--- src/rtl/rbz_pkg.sv ---
// Shared definitions for the rbzero SPI loader: FSM encoding, grant IDs and
// default payload sizes.
package rbz_pkg;

  localparam int DEF_VEC_BITS = 74;
  localparam int DEF_REG_BITS = 14;
  localparam int ST_W         = 3;

  typedef enum logic [ST_W-1:0] {
    ST_IDLE  = 3'd0,
    ST_SETUP = 3'd1,
    ST_HIGH  = 3'd2,
    ST_LOW   = 3'd3,
    ST_GAP   = 3'd4
  } state_e;

  typedef enum logic {
    GNT_VEC = 1'b0,
    GNT_REG = 1'b1
  } gnt_e;

  function automatic int rbz_max(input int a, input int b);
    return (a > b) ? a : b;
  endfunction

endpackage

--- src/rtl/rbz_spi_tx_engine.sv ---
// Mode-0 SPI serializer: shifts out i_len bits of a left-aligned word, MSB
// first, framed by SETUP / HIGH / LOW / GAP phases of CLK_DIV cycles each.
module rbz_spi_tx_engine
  import rbz_pkg::*;
#(
  parameter int W       = 74,
  parameter int BCW     = 7,
  parameter int CLK_DIV = 2
) (
  input  logic           clk,
  input  logic           reset_n,
  input  logic           i_start,
  input  logic [BCW-1:0] i_len,
  input  logic [W-1:0]   i_data,
  output logic           o_done,
  output logic           o_busy,
  output logic           o_csb,
  output logic           o_sclk,
  output logic           o_mosi
);

  localparam int             PCW     = $clog2(CLK_DIV + 1);
  localparam logic [PCW-1:0] PH_LOAD = PCW'(CLK_DIV - 1);

  state_e         r_state;
  logic [W-1:0]   r_shift;
  logic [BCW-1:0] r_bits;
  logic [PCW-1:0] r_ph;
  logic           r_csb;
  logic           r_sclk;
  logic           r_mosi;
  logic           r_busy;
  logic           r_done;
  logic           w_ph_end;

  assign w_ph_end = (r_ph == '0);

  always_ff @(posedge clk or negedge reset_n) begin
    if (!reset_n) begin
      r_state <= ST_IDLE;
      r_shift <= '0;
      r_bits  <= '0;
      r_ph    <= '0;
      r_csb   <= 1'b1;
      r_sclk  <= 1'b0;
      r_mosi  <= 1'b0;
      r_busy  <= 1'b0;
      r_done  <= 1'b0;
    end else begin
      case (r_state)
        ST_IDLE: begin
          if (i_start) begin
            r_state <= ST_SETUP;
            r_shift <= i_data;
            r_bits  <= i_len;
            r_ph    <= PH_LOAD;
            r_csb   <= 1'b0;
            r_sclk  <= 1'b0;
            r_mosi  <= i_data[W-1];
            r_busy  <= 1'b1;
          end
        end
        ST_SETUP: begin
          if (w_ph_end) begin
            r_state <= ST_HIGH;
            r_sclk  <= 1'b1;
            r_ph    <= PH_LOAD;
          end else begin
            r_ph <= r_ph - 1'b1;
          end
        end
        ST_HIGH: begin
          // Next bit is presented on the falling edge so MOSI never moves while SCLK is high.
          if (w_ph_end) begin
            r_state <= ST_LOW;
            r_sclk  <= 1'b0;
            r_bits  <= r_bits - 1'b1;
            r_shift <= r_shift << 1;
            r_mosi  <= r_shift[W-2];
            r_ph    <= PH_LOAD;
          end else begin
            r_ph <= r_ph - 1'b1;
          end
        end
        ST_LOW: begin
          if (w_ph_end) begin
            r_ph <= PH_LOAD;
            if (r_bits == '0) begin
              r_state <= ST_GAP;
              r_csb   <= 1'b1;
              r_mosi  <= 1'b0;
              r_done  <= 1'b1;
            end else begin
              r_state <= ST_HIGH;
              r_sclk  <= 1'b1;
            end
          end else begin
            r_ph <= r_ph - 1'b1;
          end
        end
        ST_GAP: begin
          if (w_ph_end) begin
            r_state <= ST_IDLE;
            r_busy  <= 1'b0;
            r_done  <= 1'b0;
          end else begin
            r_ph <= r_ph - 1'b1;
          end
        end
        default: r_state <= ST_IDLE;
      endcase
    end
  end

  assign o_done = r_done;
  assign o_busy = r_busy;
  assign o_csb  = r_csb;
  assign o_sclk = r_sclk;
  assign o_mosi = r_mosi;

endmodule

--- src/rtl/rbz_spi_loader.sv ---
// Round-robin front end that feeds rbzero's vector and register SPI slaves from
// parallel write requests through one shared serializer.
module rbz_spi_loader
  import rbz_pkg::*;
#(
  parameter int VEC_BITS = DEF_VEC_BITS,
  parameter int REG_BITS = DEF_REG_BITS,
  parameter int CLK_DIV  = 2,
  parameter int GATE_VEC = 1
) (
  input  logic                clk,
  input  logic                reset_n,
  input  logic                vblank,
  input  logic                vec_req,
  input  logic [VEC_BITS-1:0] vec_data,
  output logic                vec_ack,
  input  logic                reg_req,
  input  logic [REG_BITS-1:0] reg_data,
  output logic                reg_ack,
  output logic                busy,
  output logic                vec_csb,
  output logic                vec_sclk,
  output logic                vec_mosi,
  output logic                reg_csb,
  output logic                reg_sclk,
  output logic                reg_mosi
);

  localparam int W   = rbz_max(VEC_BITS, REG_BITS);
  localparam int BCW = $clog2(W + 1);

  gnt_e           r_gnt;
  gnt_e           r_last;
  logic           r_vec_ack;
  logic           r_reg_ack;
  logic           w_vec_ok;
  logic           w_reg_ok;
  logic           w_start;
  gnt_e           w_pick;
  logic [BCW-1:0] w_len;
  logic [W-1:0]   w_data;
  logic           w_done;
  logic           w_busy;
  logic           w_csb;
  logic           w_sclk;
  logic           w_mosi;

  assign w_vec_ok = vec_req && ((GATE_VEC == 0) || vblank);
  assign w_reg_ok = reg_req;
  assign w_start  = !w_busy && (w_vec_ok || w_reg_ok);

  always_comb begin
    w_pick = GNT_VEC;
    if (w_vec_ok && w_reg_ok) begin
      w_pick = (r_last == GNT_VEC) ? GNT_REG : GNT_VEC;
    end else if (w_reg_ok) begin
      w_pick = GNT_REG;
    end
  end

  assign w_len  = (w_pick == GNT_REG) ? BCW'(REG_BITS) : BCW'(VEC_BITS);
  assign w_data = (w_pick == GNT_REG) ? (W'(reg_data) << (W - REG_BITS))
                                      : (W'(vec_data) << (W - VEC_BITS));

  always_ff @(posedge clk or negedge reset_n) begin
    if (!reset_n) begin
      r_gnt     <= GNT_VEC;
      r_last    <= GNT_VEC;
      r_vec_ack <= 1'b0;
      r_reg_ack <= 1'b0;
    end else begin
      r_vec_ack <= w_start && (w_pick == GNT_VEC);
      r_reg_ack <= w_start && (w_pick == GNT_REG);
      if (w_start) r_gnt <= w_pick;
      // Updated while the engine sits in GAP so the next IDLE arbitration sees it.
      if (w_done) r_last <= r_gnt;
    end
  end

  rbz_spi_tx_engine #(
    .W       (W),
    .BCW     (BCW),
    .CLK_DIV (CLK_DIV)
  ) u_engine (
    .clk     (clk),
    .reset_n (reset_n),
    .i_start (w_start),
    .i_len   (w_len),
    .i_data  (w_data),
    .o_done  (w_done),
    .o_busy  (w_busy),
    .o_csb   (w_csb),
    .o_sclk  (w_sclk),
    .o_mosi  (w_mosi)
  );

  // Steering is a mux of registers only; the grant cannot change while the engine is active.
  assign vec_csb  = (r_gnt == GNT_VEC) ? w_csb  : 1'b1;
  assign vec_sclk = (r_gnt == GNT_VEC) ? w_sclk : 1'b0;
  assign vec_mosi = (r_gnt == GNT_VEC) ? w_mosi : 1'b0;
  assign reg_csb  = (r_gnt == GNT_REG) ? w_csb  : 1'b1;
  assign reg_sclk = (r_gnt == GNT_REG) ? w_sclk : 1'b0;
  assign reg_mosi = (r_gnt == GNT_REG) ? w_mosi : 1'b0;
  assign vec_ack  = r_vec_ack;
  assign reg_ack  = r_reg_ack;
  assign busy     = w_busy;

endmodule
--- config.mk ---
export PLATFORM = sky130hd
export DESIGN_NAME = rbz_spi_loader
export DESIGN_NICKNAME = d
export VERILOG_FILES = /design/src/rtl/rbz_pkg.sv /design/src/rtl/rbz_spi_tx_engine.sv /design/src/rtl/rbz_spi_loader.sv
export SDC_FILE = /design/constraint.sdc
export NUM_CORES = 1
export LEC_CHECK = 0
export BUFFER_PORTS_ARGS = -buffer_cell sky130_fd_sc_hd__buf_2
export CORE_MARGIN = 3
export CORE_UTILIZATION = 40
export DETAILED_ROUTE_END_ITERATION = 16
export GPL_TIMING_DRIVEN = 0
export SYNTH_ARGS = -nofsm -noshare
export SYNTH_HDL_FRONTEND = slang
export SYNTH_SLANG_ARGS = --single-unit
export TNS_END_PERCENT = 50
--- constraint.sdc ---
create_clock -name clk -period 2.03 [get_ports clk]
set_input_delay 0.1015 -clock clk [delete_from_list [all_inputs] [get_ports clk]]
set_output_delay 0.1015 -clock clk [all_outputs]
set_load 0.05 [all_outputs]
### Word level (Yosys, flattened, before mapping)

Cells that the tools add are included.

| operators by class | value |
|---|---|
| $add $sub $neg | 2 |
| equal/unequal tests | 12 |
| muxes and demuxes | 45 |
| bitwise operators | 1 |
| reduce and logical (&&, ||, !) cells | 26 |

Operators by type and width:

| cell | number |
|---|---|
| 2-to-1 mux 73 bit | 2 |
| one-hot mux 73 bit (2 select lines) | 1 |
| 2-to-1 mux 74 bit | 1 |
| 2-to-1 mux 1 bit | 21 |
| 2-to-1 mux 7 bit | 3 |
| 2-to-1 mux 3 bit | 6 |
| one-hot mux 3 bit (5 select lines) | 1 |
| one-hot mux 7 bit (2 select lines) | 1 |
| inequality test 2 x 1 -> 1 bit, second input constant | 5 |
| AND reduction 5 bit | 2 |
| AND reduction 3 bit | 3 |
| AND reduction 4 bit | 2 |
| nonzero test 2 bit | 4 |
| logical NOT 7 bit | 1 |
| subtractor 7 x 1 -> 7 bit, second input constant | 1 |
| == test 3 x 2 -> 1 bit, second input constant | 2 |
| 2-to-1 mux 2 bit | 3 |
| inequality test 2 bit, second input constant | 3 |
| one-hot mux 1 bit (2 select lines) | 3 |
| one-hot mux 2 bit (3 select lines) | 1 |
| AND reduction 6 bit | 1 |
| nonzero test 3 bit | 2 |
| logical AND 1 bit | 5 |
| one-hot mux 1 bit (4 select lines) | 1 |
| other kinds (11) | 11 |

| word-level totals | value |
|---|---|
| register bits after elaboration | 94 |
| input bits | 93 |
| logic and storage cells | 99 |

### Longest topological paths before layout

Gate-level depths: netlist of the first run.

| logic depth | value |
|---|---|
| depth after elaboration | 6 |
| depth in mapped cells | 9 |
| depth with buffers taken out | 6 |

### Modules after synthesis

A second synthesis of the first run with hierarchy kept.

| unflattened totals | value |
|---|---|
| cell total of the unflattened synthesis | 675 |
| area total of the unflattened synthesis | 5509.0 µm² |

By module, submodules not included:

| module | instances | cells an instance | area an instance (µm²) | sequential area each (µm²) |
|---|---|---|---|---|
| rbz_spi_tx_engine | 1 | 509 | 4305.4 | 2253.4 |
| rbz_spi_loader | 1 | 166 | 1203.7 | 100.1 |

### Worst setup path before layout of the first run

No wires, ideal clock.

| timing path | value |
|---|---|
| kind | flip-flop to flip-flop |
| from | reg u_engine.r_busy, in the netlist u_engine.o_busy |
| to | reg u_engine.r_shift[35] |
| setup time | 0.083 ns |
| arrival | 1.777 ns |
| required time | 1.947 ns |
| slack | 0.170 ns |
| cell stages (with the launch flop) | 9 |
| buffers on the path | 4 |
| path through | dfrtp_1 -> clkbuf_1 -> nand2b_1 -> nand4_2 -> buf_2 -> buf_2 -> buf_2 -> nand2_1 -> o21ai_0 |

| between the ends | value |
|---|---|
| word-level cells in the longest chain between the ends | 4 |

Ends and longest elaborated chain:

| item | RTL line | RTL |
|---|---|---|
| from (decl) | rbz_spi_tx_engine.sv:32 | `logic r_busy;` |
| from (signal assigned) | rbz_spi_tx_engine.sv:47 | `r_busy <= 1'b0;` |
| from (signal assigned) | rbz_spi_tx_engine.sv:60 | `r_busy <= 1'b1;` |
| from (signal assigned) | rbz_spi_tx_engine.sv:104 | `r_busy <= 1'b0;` |
| logical NOT 1 bit | rbz_spi_loader.sv:50 | `assign w_start = !w_busy && (w_vec_ok \|\| w_reg_ok);` |
| logical AND 1 bit | rbz_spi_loader.sv:50 |  |
| inequality test 2 bit (no source line) | n/a |  |
| AND reduction 3 bit (no source line) | n/a |  |
| to (signal assigned) | rbz_spi_tx_engine.sv:54 | `r_shift <= i_data;` |
| to (signal assigned) | rbz_spi_tx_engine.sv:78 | `r_shift <= r_shift << 1;` |
| to (decl) | rbz_spi_tx_engine.sv:26 | `logic [W-1:0] r_shift;` |

No other way between the ends.
A chain may end at the register's enable or synchronous reset.

### Worst setup path after layout of the first run

| timing path | value |
|---|---|
| from | reg u_engine.r_state[0] |
| to | reg u_engine.r_mosi, in the netlist u_engine.o_mosi |

| between the ends | value |
|---|---|
| word-level cells in the longest chain between the ends | 3 |
| elaborated cells between the ends (all ways) | 10 |
| classes of those cells | eq/ne: 6; mux: 1; reduce/logical: 3 |

Ends and longest elaborated chain:

| item | RTL line | RTL |
|---|---|---|
| from (decl) | rbz_spi_tx_engine.sv:25 | `state_e r_state;` |
| from (signal assigned) | rbz_spi_tx_engine.sv:40 | `r_state <= ST_IDLE;` |
| from (signal assigned) | rbz_spi_tx_engine.sv:53 | `r_state <= ST_SETUP;` |
| from (signal assigned) | rbz_spi_tx_engine.sv:65 | `r_state <= ST_HIGH;` |
| == test 3 x 2 -> 1 bit or logical NOT 3 bit (tied branches) | rbz_spi_tx_engine.sv:50 | `case (r_state)` |
| inequality test 2 x 1 -> 1 bit (no source line) (tied with other cells) | n/a |  |
| AND reduction 5 bit (no source line) | n/a |  |
| to (signal assigned) | rbz_spi_tx_engine.sv:59 | `r_mosi <= i_data[W-1];` |
| to (signal assigned) | rbz_spi_tx_engine.sv:79 | `r_mosi <= r_shift[W-2];` |
| to (decl) | rbz_spi_tx_engine.sv:31 | `logic r_mosi;` |

Several ways; a longest one is shown, not always the timed one.

==> reports/metrics.yaml, run 1 <==
area_growth_pct: 21.7
required_ns: 2.25
drc: 0
clk_latency_ns: 0.34
first_iter_violations: 258
maxSlewViolCount: 0
worstMarginPinSlew_ns: 0.554
fillerInstances: 1149
via_per_inst: 5.45
netlist_instances: 561
numClockSinks: 94
synthesis.nets: 658
worst_slack_ns: 0.129
fmax_ghz: 0.526
cp.arrival_ns: 2.12
path_clk_slew_ns: 0.07
fin_util_pct: 50.9
cts_inserted_buffers: 9
setup_violations: 0
rows: 39
fin_area_sq_um: 5960
skew_ns: 0.00744
cts_setup_buffers: 0
status: "complete, no violations"
global_route.usage.total_pct: 19.6
cp-start-kind: "register"
port_buffers: 100
grt-ovfl-total: 0
period_minus_slack_ns: 1.90
vias: 4473
worstHoldPathCells: 3
wl_per_cell_um: 15.6
synthesis.area_sq_um: 4900
power_density_nw_per_um2: 1450
cp_max_fo: 10
hold_class: "primary input to register"
maxCapViolations: 0
dp_cells: 805
post-route-period-util_pct: 93.6
cts.path.max_buffers: 2
ioPinCount: 102
die_area_sq_um: 13600
ys_seq_area_share_pct: 48.0
crit_path_end_kind: "register"
hold_ws_ns: 0.0230
cts_tree: "done"
ctsHtreeMaxLevel: 3
grt_pass1_vias: 4287
stdcell_count: 821
synth_edf_count: 0
hpwl_mm: 9.14
postPlaceCellArea_sq_um: 5610
num_antenna_cells: 0
route.antenna.remaining_nets: 0
cts-root-buf: "clkbuf_16"
reg2reg_slack_ns: 0.13
gp_congestion: 0.839
die_x_um: 117
floorplan.initialDensity_pct: 41.8
drive_gt1_share_pct: 23.5
core_sq_um: 11700
grt_pass1_wl_mm: 21.2
final_nets: 770
criticalPathCategory: "register to register"
peakVddDrop_mv: 0.506
syn_area_per_cell_sq_um: 8.73
die_h_um: 117
grt_max_degree: 64
synth_ff_type: "dfrtp_1"
maxSlewHeadroom_pct: 63.0
wl_mm: 12.8
drt_pass1_iterations: 4
yosysWarnings: 0
yosys_register_bits: 94
reg2regPathDepth: 5
ys_types: 46
hold_viol: 0
place_ws_ns: -0.0310
p_leak_nw: 2.83
antenna_found_initial: 0
async_reset_ff_share_pct: 100
-- cells in the final DEF, fill, tap and decap left out, types with 2 or more instances in the layout --
cell and n:
clkbuf_4 4, mux2_2 2, clkbuf_1 20, a211oi_1 15
and2_1 3, clkbuf_8 3, a31oi_1 3, and3_1 14
inv_1 9, nand2b_1 3, and4_1 2, dfrtp_1 92
ha_1 4, nor2_1 12, a22o_1 2, nor3_1 2
clkinv_4 2, o21ai_0 97, o22ai_1 2, clkbuf_16 9
buf_2 111, nand4_1 2, clkbuf_2 10, or2_2 3
a2bb2oi_1 60, a21oi_1 14, nand3_1 4, nor3b_2 2
buf_4 2, nand2_1 140, buf_6 2, nor2b_1 3
-- Yosys cell counts (2+ instances only) --
library cell    n  area share [%]
nor2b_1         3            0.38
clkbuf_1       30             2.3
nand2_1       140              11
nor3_1          2            0.20
inv_1           9            0.69
buf_2          16             1.6
ha_1            4             1.0
o21ai_0        97             9.9
dfrtp_1        93              48
a211oi_1       15             2.3
a31oi_1         3            0.38
a2bb2oi_1      60              11
a21oi_1        14             1.4
nor3b_2         2            0.51
mux2_2          2            0.46
a22o_1          2            0.36
nor2_1         12            0.92
and2_1          3            0.38
and3_1         14             1.8
nand3_1         4            0.41
or2_2           3            0.38
o22ai_1         2            0.26
buf_6           2            0.46
nor4_1          2            0.26
and4_1          2            0.36
nand2b_1        4            0.51
nand4_1         2            0.26
-- flip-flops by register name, summed over array words and instances, names as in the netlist --
register          flops
u_engine.o_csb        1
u_engine.r_shift     73
u_engine.r_state      3
u_engine.o_done       1
vec_ack               1
u_engine.o_sclk       1
u_engine.o_mosi       1
u_engine.r_ph         2
reg_ack               1
u_engine.o_busy       1
r_gnt                 1
u_engine.r_bits       7
r_last                1
-- layout make-up --
| class | instances | area [sq um] | area share (%) |
|---|---|---|---|
| Timing Repair Buffer | 102 | 541 | 9.07 |
| Inverter | 10 | 37.5 | 0.630 |
| Buffer | 49 | 245 | 4.12 |
| Tap cell | 143 | 179 | 3.00 |
| Sequential cell | 94 | 2350 | 39.5 |
| Clock buffer | 12 | 267 | 4.47 |
| Multi-Input combinational cell | 407 | 2310 | 38.7 |
| Clock inverter | 4 | 30.0 | 0.504 |
-- worst max-delay path: stages, from the launching register on --
cell and delay (ns):
dfrtp_1 0.39, buf_2 0.18, or2_2 0.33, or3_4 0.36, a31oi_1 0.17, mux2_2 0.35
-- layer usage --
metal | part of all wire, % | up-vias | track usage, %
met2 | 45 | 107 | 29.5
li1 | - | 2208 | -
met1 | 50 | 2146 | 29.9
met4 | 1.2 | 0 | 5.50
met5 | 0 | - | 0
met3 | 4.4 | 12 | 2.38
-- report_power, final --
group / switching (W) / internal (W)
combinational: 0.00257 / 0.00152
clock: 0.000729 / 0.000934
sequential: 0.000372 / 0.00253
-- cell families (layout without fill, tap and decap cells) --
kind of cell | Yosys count | after routing | synth area share, %
buf+inv | 60 | 177 | 5.34
simple gates | 200 | 200 | 18.4
compound gates | 199 | 199 | 26.3
xor+xnor | 1 | 1 | 0.179
fa+ha+maj | 4 | 4 | 1.02
mux | 3 | 3 | 0.664
flops | 94 | 94 | 48.0
-- metrics by stage --
stage | TNS, ns | total power (W)
global placement | -13.56 | 0.00682
finish | 0 | 0.00865
detailed placement | -0.0379 | 0.00693
CTS | 0 | 0.00863
global route | -0.110 | 0.00942
floorplan | 0 | 0.00577
-- timing repair --
| action | in CTS | in global routing |
|---|---|---|
| hold buffers | 1 | 0 |
| endpoints found under the hold margin | 30 | 0 |
| gates resized for setup | 3 | 24 |
| endpoints found under the setup margin | 20 | 70 |
-- path summary, 6_finish.rpt --
check,to,from
max,u_engine.o_mosi$_DFFE_PN0P_,u_engine.r_state[0]$_DFFE_PN0P_
min,u_engine.r_shift[0]$_DFFE_PN0P_,vec_data[0]
max reg2reg,u_engine.o_mosi$_DFFE_PN0P_,u_engine.r_state[0]$_DFFE_PN0P_
min reg2reg,u_engine.r_shift[63]$_DFFE_PN0P_,u_engine.r_shift[63]$_DFFE_PN0P_
max in group asynchronous,u_engine.r_shift[18]$_DFFE_PN0P_,reset_n
min in group asynchronous,u_engine.r_shift[66]$_DFFE_PN0P_,reset_n
No activity file was read; power rests on OpenSTA's default activity.
==> run 2, diff against run 1 <==
--- a/config.mk
+++ b/config.mk
@@ -8,8 +8,10 @@
 export BUFFER_PORTS_ARGS = -buffer_cell sky130_fd_sc_hd__buf_2
 export CORE_MARGIN = 3
 export CORE_UTILIZATION = 40
+export CTS_BUF_LIST = sky130_fd_sc_hd__clkbuf_16
 export DETAILED_ROUTE_END_ITERATION = 16
 export GPL_TIMING_DRIVEN = 0
+export SLEW_MARGIN = 20
 export SYNTH_ARGS = -nofsm -noshare
 export SYNTH_HDL_FRONTEND = slang
 export SYNTH_SLANG_ARGS = --single-unit
==> run 2 against run 1 <==
Against the previous run:
- utilization shrank 0.28 points
- register-to-register slack got worse by 0.02 ns
- combinational power is essentially flat
- routed wire length up 1.9%
- cell area shrank 0.55%
- critical path depth unchanged
- worst hold slack lost 0.0077 ns
- first-iteration DRC count is 1.2% higher
- clock power decreased by 6%
- largest cell class unchanged
- largest power group unchanged
- highest routed layer unchanged
==> reports/metrics.yaml, run 2 (synthesis gave the netlist of run 1 again) <==
status: "complete, no violations"
cp.arrival_ns: 2.15
peakVddDrop_mv: 0.447
power_density_nw_per_um2: 1440
core_sq_um: 11700
first_iter_violations: 261
clk_latency_ns: 0.34
final_cell_mix: "nand2_1, buf_2, o21ai_0"
hpwl_mm: 9.16
cts.path.max_buffers: 2
antenna_found_initial: 0
vias: 4490
floorplan.initialDensity_pct: 41.8
skew_ns: 0.00426
drc: 0
largestRegisters: "u_engine.r_shift (73), u_engine.r_bits (7), u_engine.r_state (3)"
crit_path_end_kind: "register"
tns_ns: 0
period_minus_slack_ns: 1.92
ctsHtreeMaxLevel: 3
grt-ovfl-total: 0
drive_gt1_share_pct: 22.9
via_per_inst: 5.48
slowest_stage: "dfrtp_1"
worst_slack_ns: 0.114
final_nets: 769
p_leak_nw: 2.81
final_common_cell: "nand2_1"
setup_violations: 0
top_register: "u_engine.r_shift"
rows: 39
grt_pass1_wl_mm: 21.4
criticalPathCategory: "register to register"
die_area_sq_um: 13600
cts_tree: "done"
cts_inserted_buffers: 9
max_stage_delay_ns: 0.39
required_ns: 2.26
hold_ws_ns: 0.0153
cts-root-buf: "clkbuf_16"
maxSlewViolCount: 0
wl_mm: 13.0
cp-start-kind: "register"
reg2regPathDepth: 5
route.antenna.remaining_nets: 0
path_clk_slew_ns: 0.07
wl_per_cell_um: 15.9
post-route-period-util_pct: 94.4
place_ws_ns: -0.0322
port_buffers: 100
hold_class: "primary input to register"
worstMarginPinSlew_ns: 0.607
fmax_ghz: 0.522
numClockSinks: 94
grt_max_degree: 64
die_x_um: 117
area_growth_pct: 21.0
cp_max_fo: 10
global_route.usage.total_pct: 19.7
worstHoldPathCells: 3
grt_pass1_vias: 4322
largest_reg_flops: 73
gp_congestion: 0.839
ioPinCount: 102
num_antenna_cells: 0
path_cells: "buf_2 > or2_2 > or3_4 > a31oi_1 > mux2_2"
maxCapViolations: 0
hold_viol: 0
rsz0062_at_grt: "true"
drt_pass1_iterations: 4
maxSlewHeadroom_pct: 59.5
die_h_um: 117
reg2reg_slack_ns: 0.11
==> run 2: cell types whose count changed in the layout (fill, tap and decap cells not counted), sizes merged <==
cell / change
clkinv: +2
clkinvlp: +1
clkbuf: -5
buf: +1
==> run 2: path summary, 6_finish.rpt <==
path	startpoint	end
worst max register to register	u_engine.r_state[0]$_DFFE_PN0P_	u_engine.o_mosi$_DFFE_PN0P_
max in group asynchronous	reset_n	u_engine.r_shift[18]$_DFFE_PN0P_
worst min register to register	u_engine.r_shift[67]$_DFFE_PN0P_	u_engine.r_shift[67]$_DFFE_PN0P_
min in group asynchronous	reset_n	u_engine.r_shift[66]$_DFFE_PN0P_
worst max-delay path	u_engine.r_state[0]$_DFFE_PN0P_	u_engine.o_mosi$_DFFE_PN0P_
worst min-delay path	vec_data[0]	u_engine.r_shift[0]$_DFFE_PN0P_
==> run 2: area by class of cell <==
| cell class | count | area (sq um) |
|---|---|---|
| timing repair buffer | 102 | 544 |
| buffer | 48 | 239 |
| sequential | 94 | 2350 |
| multi-input combinational | 407 | 2310 |
| tap | 143 | 179 |
| clock buffer | 9 | 225 |
| inverter | 10 | 37.5 |
| fill | 1148 | 5780 |
| clock inverter | 7 | 41.3 |
==> run 2: routing by layer <==
| layer | GRT usage [%] | vias to the layer above | part of all wire, % |
|---|---|---|---|
| li1 | - | 2209 | - |
| met5 | 0 | - | 0 |
| met4 | 5.96 | 0 | 1.4 |
| met1 | 29.7 | 2171 | 49 |
| met2 | 30.1 | 98 | 46 |
| met3 | 2.18 | 12 | 3.7 |
==> run 2: what timing repair did <==
item                                    4_1_cts  5_1_grt
hold buffers                                  1        0
endpoints found under the setup margin       22       70
gates resized for setup                       6       15
endpoints found under the hold margin        31        0
setup buffers                                 0        0
==> run 2: per-stage QoR <==
step | util (%) | instances | instance area, sq um | power, W
global placement | 47.6 | 804 | 5580 | 0.00682
global route | 50.6 | 820 | 5930 | 0.00933
CTS | 50.4 | 822 | 5900 | 0.00854
detailed placement | 47.9 | 805 | 5610 | 0.00694
floorplan | - | 561 | 4900 | 0.00577
finish | 50.6 | 820 | 5930 | 0.00856
==> run 2: critical path, delay by kind of cell (launching register included) <==
kind                   cells  cell delay, ns
multiplexers               1            0.35
buffers and inverters      1            0.18
AO/OA/AOI/OAI              1            0.19
flip-flops                 1            0.39
AND/OR/NAND/NOR            2            0.68
==> run 2: where the power goes <==
group / switching (W) / internal (W)
clock network: 0.000740 / 0.000820
logic: 0.00258 / 0.00152
registers: 0.000374 / 0.00253
total: 0.00370 / 0.00486
==> run 3, diff against run 2 <==
--- a/config.mk
+++ b/config.mk
@@ -11,6 +11,7 @@
 export CTS_BUF_LIST = sky130_fd_sc_hd__clkbuf_16
 export DETAILED_ROUTE_END_ITERATION = 16
 export GPL_TIMING_DRIVEN = 0
+export PLACE_DENSITY = 0.67
 export SLEW_MARGIN = 20
 export SYNTH_ARGS = -nofsm -noshare
 export SYNTH_HDL_FRONTEND = slang
==> run 3 against run 2 <==
Against the previous run:
- setup slack worse by 0.043 ns
- via count is 2.0% higher
- first-iteration DRC count up 11%
- global-route usage is 0.28 points lower
- routed wire length fell by 0.81%
- die area unchanged
- non-clock buffer count up 1
- count of clock-buffer cells in the layout did not move
- combinational power about the same
- cell area is 0.40% higher
- register-to-register slack got worse by 0.04 ns
- worst hold slack better by 0.0075 ns
- largest cell class unchanged
- highest routed layer unchanged
==> reports/metrics.yaml, run 3 (synthesis gave the netlist of run 1 again) <==
floorplan.initialDensity_pct: 41.8
final_common_cell: "nand2_1"
hpwl_mm: 9.39
clk_latency_ns: 0.33
tns_ns: 0
die_h_um: 117
seq_area_sq_um: 2350
rsz0062_at_grt: "true"
antenna_found_initial: 0
numClockSinks: 94
dp_cells: 805
cp-start-kind: "register"
power_density_nw_per_um2: 1450
setup_violations: 0
required_ns: 2.25
maxSlewHeadroom_pct: 58.2
fillerInstances: 1131
post-route-period-util_pct: 96.5
cts-root-buf: "clkbuf_16"
status: "complete, no violations"
p_sw_w: 0.00364
p_comb_share_pct: 47.6
cts_tree: "done"
hold_class: "primary input to register"
peakVddDrop_mv: 0.617
grt_pass1_vias: 4375
period_minus_slack_ns: 1.96
crit_path_end_kind: "register"
p_int_w: 0.00499
drive_gt1_share_pct: 22.7
route.antenna.remaining_nets: 0
hold_viol: 0
core_sq_um: 11700
port_buffers: 100
wl_mm: 12.9
grt_max_degree: 50
vias: 4579
multi_input_area_sq_um: 2310
largest_reg_flops: 73
slowest_stage: "dfrtp_1"
max_stage_delay_ns: 0.39
path_clk_slew_ns: 0.06
ctsHtreeMaxLevel: 3
skew_ns: 0.00485
drt_pass1_iterations: 4
swShare_pct: 42.2
wl_per_cell_um: 15.7
top_register: "u_engine.r_shift"
rows: 39
final_nets: 770
cts_inserted_buffers: 9
stdcell_count: 821
drc: 0
num_antenna_cells: 0
path_cells: "buf_2 > or2_2 > or3_4 > a31oi_1 > mux2_2"
cp_max_fo: 10
final_cell_mix: "nand2_1, buf_2, o21ai_0"
area_growth_pct: 21.5
maxSlewViolCount: 0
gp_congestion: 0.813
die_area_sq_um: 13600
global_route.usage.total_pct: 19.5
grt_pass1_wl_mm: 21.1
clock_power_share_pct: 18.7
first_iter_violations: 291
worstMarginPinSlew_ns: 0.622
grt-ovfl-total: 0
fin_util_pct: 50.8
largestRegisters: "u_engine.r_shift (73), u_engine.r_bits (7), u_engine.r_state (3)"
cts.path.max_buffers: 2
die_x_um: 117
cp.arrival_ns: 2.18
fmax_ghz: 0.510
via_per_inst: 5.58
criticalPathCategory: "register to register"
p_leak_nw: 2.83
p_seq_share_pct: 33.7
ioPinCount: 102
maxCapViolations: 0
[run 3: final cells by class]
type,instances,share of cell area (%)
clock inverter,7,0.946
tap,143,3.01
sequential,94,39.6
clock buffer,9,3.78
inverter,10,0.631
multi-input combinational,407,38.8
timing repair buffer,102,9.15
buffer,49,4.16
[run 3: metrics by stage]
step | hold slack [ns] | power [W] | setup slack [ns] | area [sq um]
floorplan | -0.194 | 0.00577 | 0.170 | 4900
global placement | 0.369 | 0.00676 | -0.0829 | 5580
detailed placement | 0.0692 | 0.00693 | -0.0344 | 5610
CTS | 0.0185 | 0.00858 | 0.00300 | 5910
global route | 0.0418 | 0.00936 | -0.0141 | 5950
finish | 0.0228 | 0.00863 | 0.0703 | 5950
[run 3: power by group through the flow]
stage	registers (W)	logic [W]	clock network [W]
after floorplan	0.00281	0.00296	0
after global placement	0.00289	0.00388	0
after detailed placement	0.00292	0.00401	0
after CTS	0.00289	0.00404	0.00165
after global routing	0.00299	0.00465	0.00173
final	0.00291	0.00411	0.00161
[run 3: worst paths after layout]
check | start | to | slack [ns] | depth (start not counted)
setup / recovery | u_engine.r_state[0]$_DFFE_PN0P_ | u_engine.o_mosi$_DFFE_PN0P_ | 0.07 | 5
hold / removal | vec_data[0] | u_engine.r_shift[0]$_DFFE_PN0P_ | 0.02 | 3
setup reg to reg | u_engine.r_state[0]$_DFFE_PN0P_ | u_engine.o_mosi$_DFFE_PN0P_ | 0.07 | 5
hold reg to reg | u_engine.r_shift[63]$_DFFE_PN0P_ | u_engine.r_shift[63]$_DFFE_PN0P_ | 0.48 | 2
max in group asynchronous | reset_n | u_engine.r_shift[15]$_DFFE_PN0P_ | 1.18 | 3
min in group asynchronous | reset_n | u_engine.r_shift[68]$_DFFE_PN0P_ | 0.26 | 2
[run 3: metal layers]
metal | routed length [um] | track usage (%) | vias up | share of wire (%)
li1 | - | - | 2204 | -
met1 | 5990 | 28.6 | 2216 | 46
met2 | 6150 | 29.9 | 145 | 48
met3 | 627 | 2.23 | 14 | 4.9
met4 | 155 | 6.65 | 0 | 1.2
met5 | 0 | 0 | - | 0
[run 3: what timing repair did]
item,CTS,global route
endpoints found under the setup margin,17,64
setup buffers,0,0
endpoints found under the hold margin,44,0
hold buffers,1,0
resized for setup,3,24
cloned,0,0
[run 3: critical path: cells and delay by family, from the launching register on]
kind / cells / cell delay, ns
flops: 1 / 0.39
mux: 1 / 0.36
buf+inv: 1 / 0.19
simple gates: 2 / 0.70
compound gates: 1 / 0.20
